**src/rtl/pwm_motor_driver_if.sv**
```systemverilog
// Speed-command and PWM-status bundle between the DShot speed handler and the motor driver.
interface pwm_motor_driver_if;
    logic [7:0] speed_in;
    logic       speed_update;
    logic       pwm_out;
    logic [7:0] duty_now;
    logic       failsafe;

    modport master (
        output speed_in, speed_update,
        input  pwm_out, duty_now, failsafe
    );

    modport slave (
        input  speed_in, speed_update,
        output pwm_out, duty_now, failsafe
    );
endinterface

```
**src/rtl/pwm_motor_driver.sv**
```systemverilog
// PWM motor driver: period-aligned duty updates, slew-limited acceleration,
// and a command-loss watchdog that forces the motor off.
module pwm_motor_driver #(
    parameter int unsigned PRESCALE       = 4,
    parameter int unsigned RAMP_STEP      = 8,
    parameter int unsigned TIMEOUT_CYCLES = 2400000
) (
    input logic              clk,
    input logic              rst,
    pwm_motor_driver_if.slave bus
);

    localparam logic [15:0] PRESC_MAX = 16'(PRESCALE - 1);
    localparam logic [31:0] WD_MAX    = 32'(TIMEOUT_CYCLES);
    localparam logic [31:0] WD_TRIP   = 32'(TIMEOUT_CYCLES - 1);
    localparam logic [8:0]  STEP      = 9'(RAMP_STEP);

    logic [15:0] presc_q, presc_d;
    logic [7:0]  pwm_cnt_q, pwm_cnt_d;
    logic [7:0]  target_q, target_d;
    logic [7:0]  ramp_q, ramp_d;
    logic [7:0]  duty_q, duty_d;
    logic        pwm_q, pwm_d;
    logic        failsafe_q, failsafe_d;
    logic [31:0] wd_q, wd_d;
    logic        tick, period_end, trip;
    logic [8:0]  ramp_sum;

    always_comb begin
        tick       = (presc_q == PRESC_MAX);
        period_end = tick && (pwm_cnt_q == 8'hFF);
        // An update arriving on the expiry cycle keeps the motor running.
        trip       = !bus.speed_update && (wd_q == WD_TRIP);

        presc_d   = tick ? 16'd0 : presc_q + 16'd1;
        pwm_cnt_d = tick ? pwm_cnt_q + 8'd1 : pwm_cnt_q;
        pwm_d     = (pwm_cnt_q < duty_q);
        ramp_sum  = {1'b0, ramp_q} + STEP;

        target_d   = target_q;
        ramp_d     = ramp_q;
        duty_d     = duty_q;
        failsafe_d = failsafe_q;
        wd_d       = wd_q;

        if (bus.speed_update) begin
            target_d   = bus.speed_in;
            wd_d       = 32'd0;
            failsafe_d = 1'b0;
        end else if (wd_q != WD_MAX) begin
            wd_d = wd_q + 32'd1;
        end

        if (trip) begin
            failsafe_d = 1'b1;
            target_d   = 8'd0;
            ramp_d     = 8'd0;
            duty_d     = 8'd0;
        end else if (period_end && !failsafe_q) begin
            // Accelerate in bounded steps; decelerate immediately.
            if (target_q > ramp_q)
                ramp_d = (ramp_sum > {1'b0, target_q}) ? target_q : ramp_sum[7:0];
            else
                ramp_d = target_q;
            duty_d = ramp_d;
        end
    end

    always_ff @(posedge clk or posedge rst) begin
        if (rst) begin
            presc_q    <= '0;
            pwm_cnt_q  <= '0;
            target_q   <= '0;
            ramp_q     <= '0;
            duty_q     <= '0;
            pwm_q      <= 1'b0;
            failsafe_q <= 1'b1;
            wd_q       <= '0;
        end else begin
            presc_q    <= presc_d;
            pwm_cnt_q  <= pwm_cnt_d;
            target_q   <= target_d;
            ramp_q     <= ramp_d;
            duty_q     <= duty_d;
            pwm_q      <= pwm_d;
            failsafe_q <= failsafe_d;
            wd_q       <= wd_d;
        end
    end

    assign bus.pwm_out  = pwm_q;
    assign bus.duty_now = duty_q;
    assign bus.failsafe = failsafe_q;

endmodule

```
**src/flat_wrapper.sv**
```systemverilog
// flat-port wrapper written by rule: the top's interface ports become plain ports
module pwm_motor_driver_flat 
#(
    parameter int unsigned PRESCALE       = 4,
    parameter int unsigned RAMP_STEP      = 8,
    parameter int unsigned TIMEOUT_CYCLES = 2400000
)
  (clk, rst, bus_speed_in, bus_speed_update, bus_pwm_out, bus_duty_now, bus_failsafe);
  pwm_motor_driver_if bus_i ();
  input logic clk;
  input logic rst;
  input wire logic [$bits(bus_i.speed_in)-1:0] bus_speed_in;
  input wire logic [$bits(bus_i.speed_update)-1:0] bus_speed_update;
  output wire logic [$bits(bus_i.pwm_out)-1:0] bus_pwm_out;
  output wire logic [$bits(bus_i.duty_now)-1:0] bus_duty_now;
  output wire logic [$bits(bus_i.failsafe)-1:0] bus_failsafe;
  assign bus_i.speed_in = bus_speed_in;
  assign bus_i.speed_update = bus_speed_update;
  assign bus_pwm_out = bus_i.pwm_out;
  assign bus_duty_now = bus_i.duty_now;
  assign bus_failsafe = bus_i.failsafe;
  pwm_motor_driver #(.PRESCALE(PRESCALE), .RAMP_STEP(RAMP_STEP), .TIMEOUT_CYCLES(TIMEOUT_CYCLES)) u_core (.clk(clk), .rst(rst), .bus(bus_i));
endmodule
```
**config.mk**
```make
export PLATFORM = sky130hd
export DESIGN_NAME = pwm_motor_driver_flat
export DESIGN_NICKNAME = d
export VERILOG_FILES = /design/src/rtl/pwm_motor_driver_if.sv /design/src/rtl/pwm_motor_driver.sv /design/src/flat_wrapper.sv
export SDC_FILE = /design/constraint.sdc
export NUM_CORES = 1
export LEC_CHECK = 0
export CAP_MARGIN = 15
export CORE_ASPECT_RATIO = 0.75
export CORE_MARGIN = 2
export CORE_UTILIZATION = 25
export CTS_CLUSTER_SIZE = 40
export DETAILED_ROUTE_END_ITERATION = 6
export PLACE_DENSITY_LB_ADDON = 0.1
export SKIP_CTS_REPAIR_TIMING = 1
export SLEW_MARGIN = 20
export SYNTH_ARGS = -nofsm -noshare
export SYNTH_HDL_FRONTEND = slang
export SYNTH_SLANG_ARGS = --single-unit
export TNS_END_PERCENT = 1
```
**constraint.sdc**
```tcl
create_clock -name clk -period 5.15 [get_ports clk]
set_input_delay 0.7725 -clock clk [delete_from_list [all_inputs] [get_ports clk]]
set_output_delay 0.7725 -clock clk [all_outputs]
set_load 0.02 [all_outputs]
```
==> metrics.txt <==
Max-slew headroom=46.9%; DRT Wirelength=9.14 mm; Worst setup EP type=register; syn avg cell area=10.0 sq um; Max stage delay on crit path=0.44 ns; Sw Share=23.1%; GRT Overall Usage=11.3%; Initial Util=25.6%; total global routing overflow=0; Die Wd=152 microns; worst path bufs/invs=0; Min Clock Period, post-route=2.73 ns; first-pass GRT wire length=15.6 mm; reg2reg path depth=10; IO Count=21; nets=472; CP arrival=3.00 ns; Hold Path End=u_core.presc_q[15]$_DFF_PP0_; top cell type's share of synthesized area=44.5%; critical path's top delay family=simple AND/OR/NAND/NOR gates; Crit. path cell count=10; CTS Buffer Depth=2; area growth from synthesis to layout=17.6%; synth top area cells=dfrtp_1 (44%), ha_1 (8.5%), xor2_1 (6.6%), xnor2_1 (4.7%), nand3_1 (4.4%); largest fanout on the critical path=8; Core Area=16100 sq um; vias per cell=4.46; pin count of the biggest net entering global routing=44; fmax=367 MHz; GPL Wtd Cong=0.750; Die Y=115 microns; Mapped Nets=449; Switching Power=315 uW; port buffer count=20; layout cells sized above 1=7.08%; Crit Reg-Reg Endpoint=u_core.ramp_q[6]$_DFFE_PP0P_; CTS root buf=clkbuf_16; Comb pwr share=5.5%; Worst Clk Skew=0.0105 ns; dpl hpwl=6.43 mm; final setup fails=0; FF+latch count, synth=74; setup slack, reg-to-reg=2.42 ns; Tightest Pin Transition=0.795 ns; Main synth FF type=dfrtp_1; asr flop ratio synth=100%; Filler cells=1670; critical path type=reg -> reg; Crit-path slowest cell=dfrtp_1; vias in the first global route=2949; DRC=0; unrepaired setup endpoints after global routing=false; Antenna Cells=0; CTS Sinks=74; cell taking the most area after synthesis=dfrtp_1; CP dominant cell by count=nand3_1; Seq/Total Area, Yosys=45.1%; Clk pwr share=50.4%; crit start category=register; Hold Startpoint=u_core.presc_q[15]$_DFF_PP0_; # H-tree levels=3; FF-to-FF Start=u_core.ramp_q[3]$_DFFE_PP0P_; final hold violation count=0; Ys Warns=0; DR vias=2888; CTS tree=yes; CTS clock-pin slew for the worst setup and hold paths=0.06 ns; setup TNS=0 ns; status=completed; hold path depth=1; crit-path cells=ha_1 -> nand3_1 -> xnor2_1 -> ha_1 -> a211oi_1 -> nand3_1 -> o211ai_1 -> and3_1 -> mux2_2 -> nand3_1; Num CTS Buffers=9; drt initial violations=163; Rows=40; EDFF count, synth=0; static leakage=2.13 nW; synthesized instance count=410; Reg area=1850 sq um; final design utilization=30.1%; synthesized area=4110 sq um; Pint=1.05 mW; pre-CTS setup slack=2.42 ns; Multi-input gate area=2080 sq um; final worst slack=2.42 ns; synth unique cells=46; Slew Viols, Final=0; DRT antenna net count=0; VDD IR-drop max=0.159 mV; die area=17500 sq um; max_cap viols=0; Final Cycle Share=52.9%; antenna violations before repair=0; power share of the sequential group=44.0%; clk_lat worst skew=0.34 ns; worst min-delay path class=reg -> reg; PD cells=282 nW/um^2; DR WL/cell=14.1 microns; 1st-pass router iterations=4; Worst EP required=5.42 ns
[layout make-up]
type | count | area share [%]
multi-input cells | 300 | 43.1
flip-flops and latches | 74 | 38.4
well taps | 210 | 5.44
clock buffers | 10 | 4.74
repair buffers | 22 | 4.45
inverters | 26 | 2.02
clock inverters | 6 | 1.89
[sequential cells by signal, indices dropped and copies added (netlist names)]
name	flops
u_core.ramp_q	8
u_core.bus.pwm_out	1
u_core.wd_q	32
u_core.presc_q	16
u_core.pwm_cnt_q	8
u_core.target_q	8
u_core.bus.failsafe	1
[cell usage after synthesis (all sizes together) (8+ instances only)]
cell and count:
nor3 11, ha 28, nand4 10, a22o 8, xnor2 22, inv 26
xor2 31, nor2 44, dfrtp 73, nand2 31, nand3 37, and3 13
[through the flow]
stage	area [sq um]	cells	hold WS (ns)	power, mW
2_1_floorplan	4110	410	0.443	0.662
3_3_place_gp	4510	632	0.468	0.688
3_5_place_dp	4510	632	0.464	0.687
4_1_cts	4830	648	0.478	1.39
5_1_grt	4830	648	0.518	1.42
6_report	4830	648	0.483	1.36
[power by group through the flow]
stage / clock network, mW / logic [mW] / registers (mW)
2_1_floorplan: 0 / 0.0563 / 0.606
3_3_place_gp: 0 / 0.0776 / 0.610
3_5_place_dp: 0 / 0.0775 / 0.610
4_1_cts: 0.716 / 0.0779 / 0.599
5_1_grt: 0.736 / 0.0866 / 0.601
6_report: 0.686 / 0.0754 / 0.599
[layer usage]
layer / GRT usage, % / vias to the layer above / share of wire [%]
li1: - / 1458 / -
met1: 17.2 / 1383 / 57
met2: 15.6 / 40 / 38
met3: 3.05 / 7 / 3.2
met4: 3.18 / 0 / 0.97
met5: 0 / - / 0
[worst max path at each step]
stage	slack [ns]	from	to
2_1_floorplan	2.50	rst	u_core.bus.pwm_out$_DFF_PP0_
3_3_place_gp	2.45	u_core.ramp_q[3]$_DFFE_PP0P_	u_core.ramp_q[4]$_DFFE_PP0P_
3_5_place_dp	2.42	u_core.ramp_q[3]$_DFFE_PP0P_	u_core.ramp_q[4]$_DFFE_PP0P_
4_1_cts	2.42	u_core.ramp_q[3]$_DFFE_PP0P_	u_core.ramp_q[6]$_DFFE_PP0P_
5_1_grt	2.19	u_core.ramp_q[3]$_DFFE_PP0P_	u_core.ramp_q[5]$_DFFE_PP0P_
6_report	2.42	u_core.ramp_q[3]$_DFFE_PP0P_	u_core.ramp_q[6]$_DFFE_PP0P_
[placed cells by master (no fill, tap or decap), drive strengths merged, types with 5 or more instances in the layout]
cell and instances:
xor2 31, xnor2 22, nand2 31, nor2 44, nor4 5, dfrtp 73
and4 5, a22o 8, inv 26, and3 13, mux2i 6, a21o 6
nand4 10, ha 28, nor4b 5, o21ai 5, nor3 11, clkdlybuf4s50 20
clkbuf 10, a21oi 6, nand3 37
[cells by family (layout without fill, tap and decap cells)]
group,count (synthesis),after routing,synth area share (%)
AOI/OAI and AO/OA,35,35,6.00
DFF,74,74,45.1
xor gates and xnor gates,53,53,11.3
and+or+nand+nor,174,174,22.3
muxes,10,10,2.56
buffers and inverters,36,64,4.20
adders and majority gates,28,28,8.53
(Power assumes the default switching activity.)
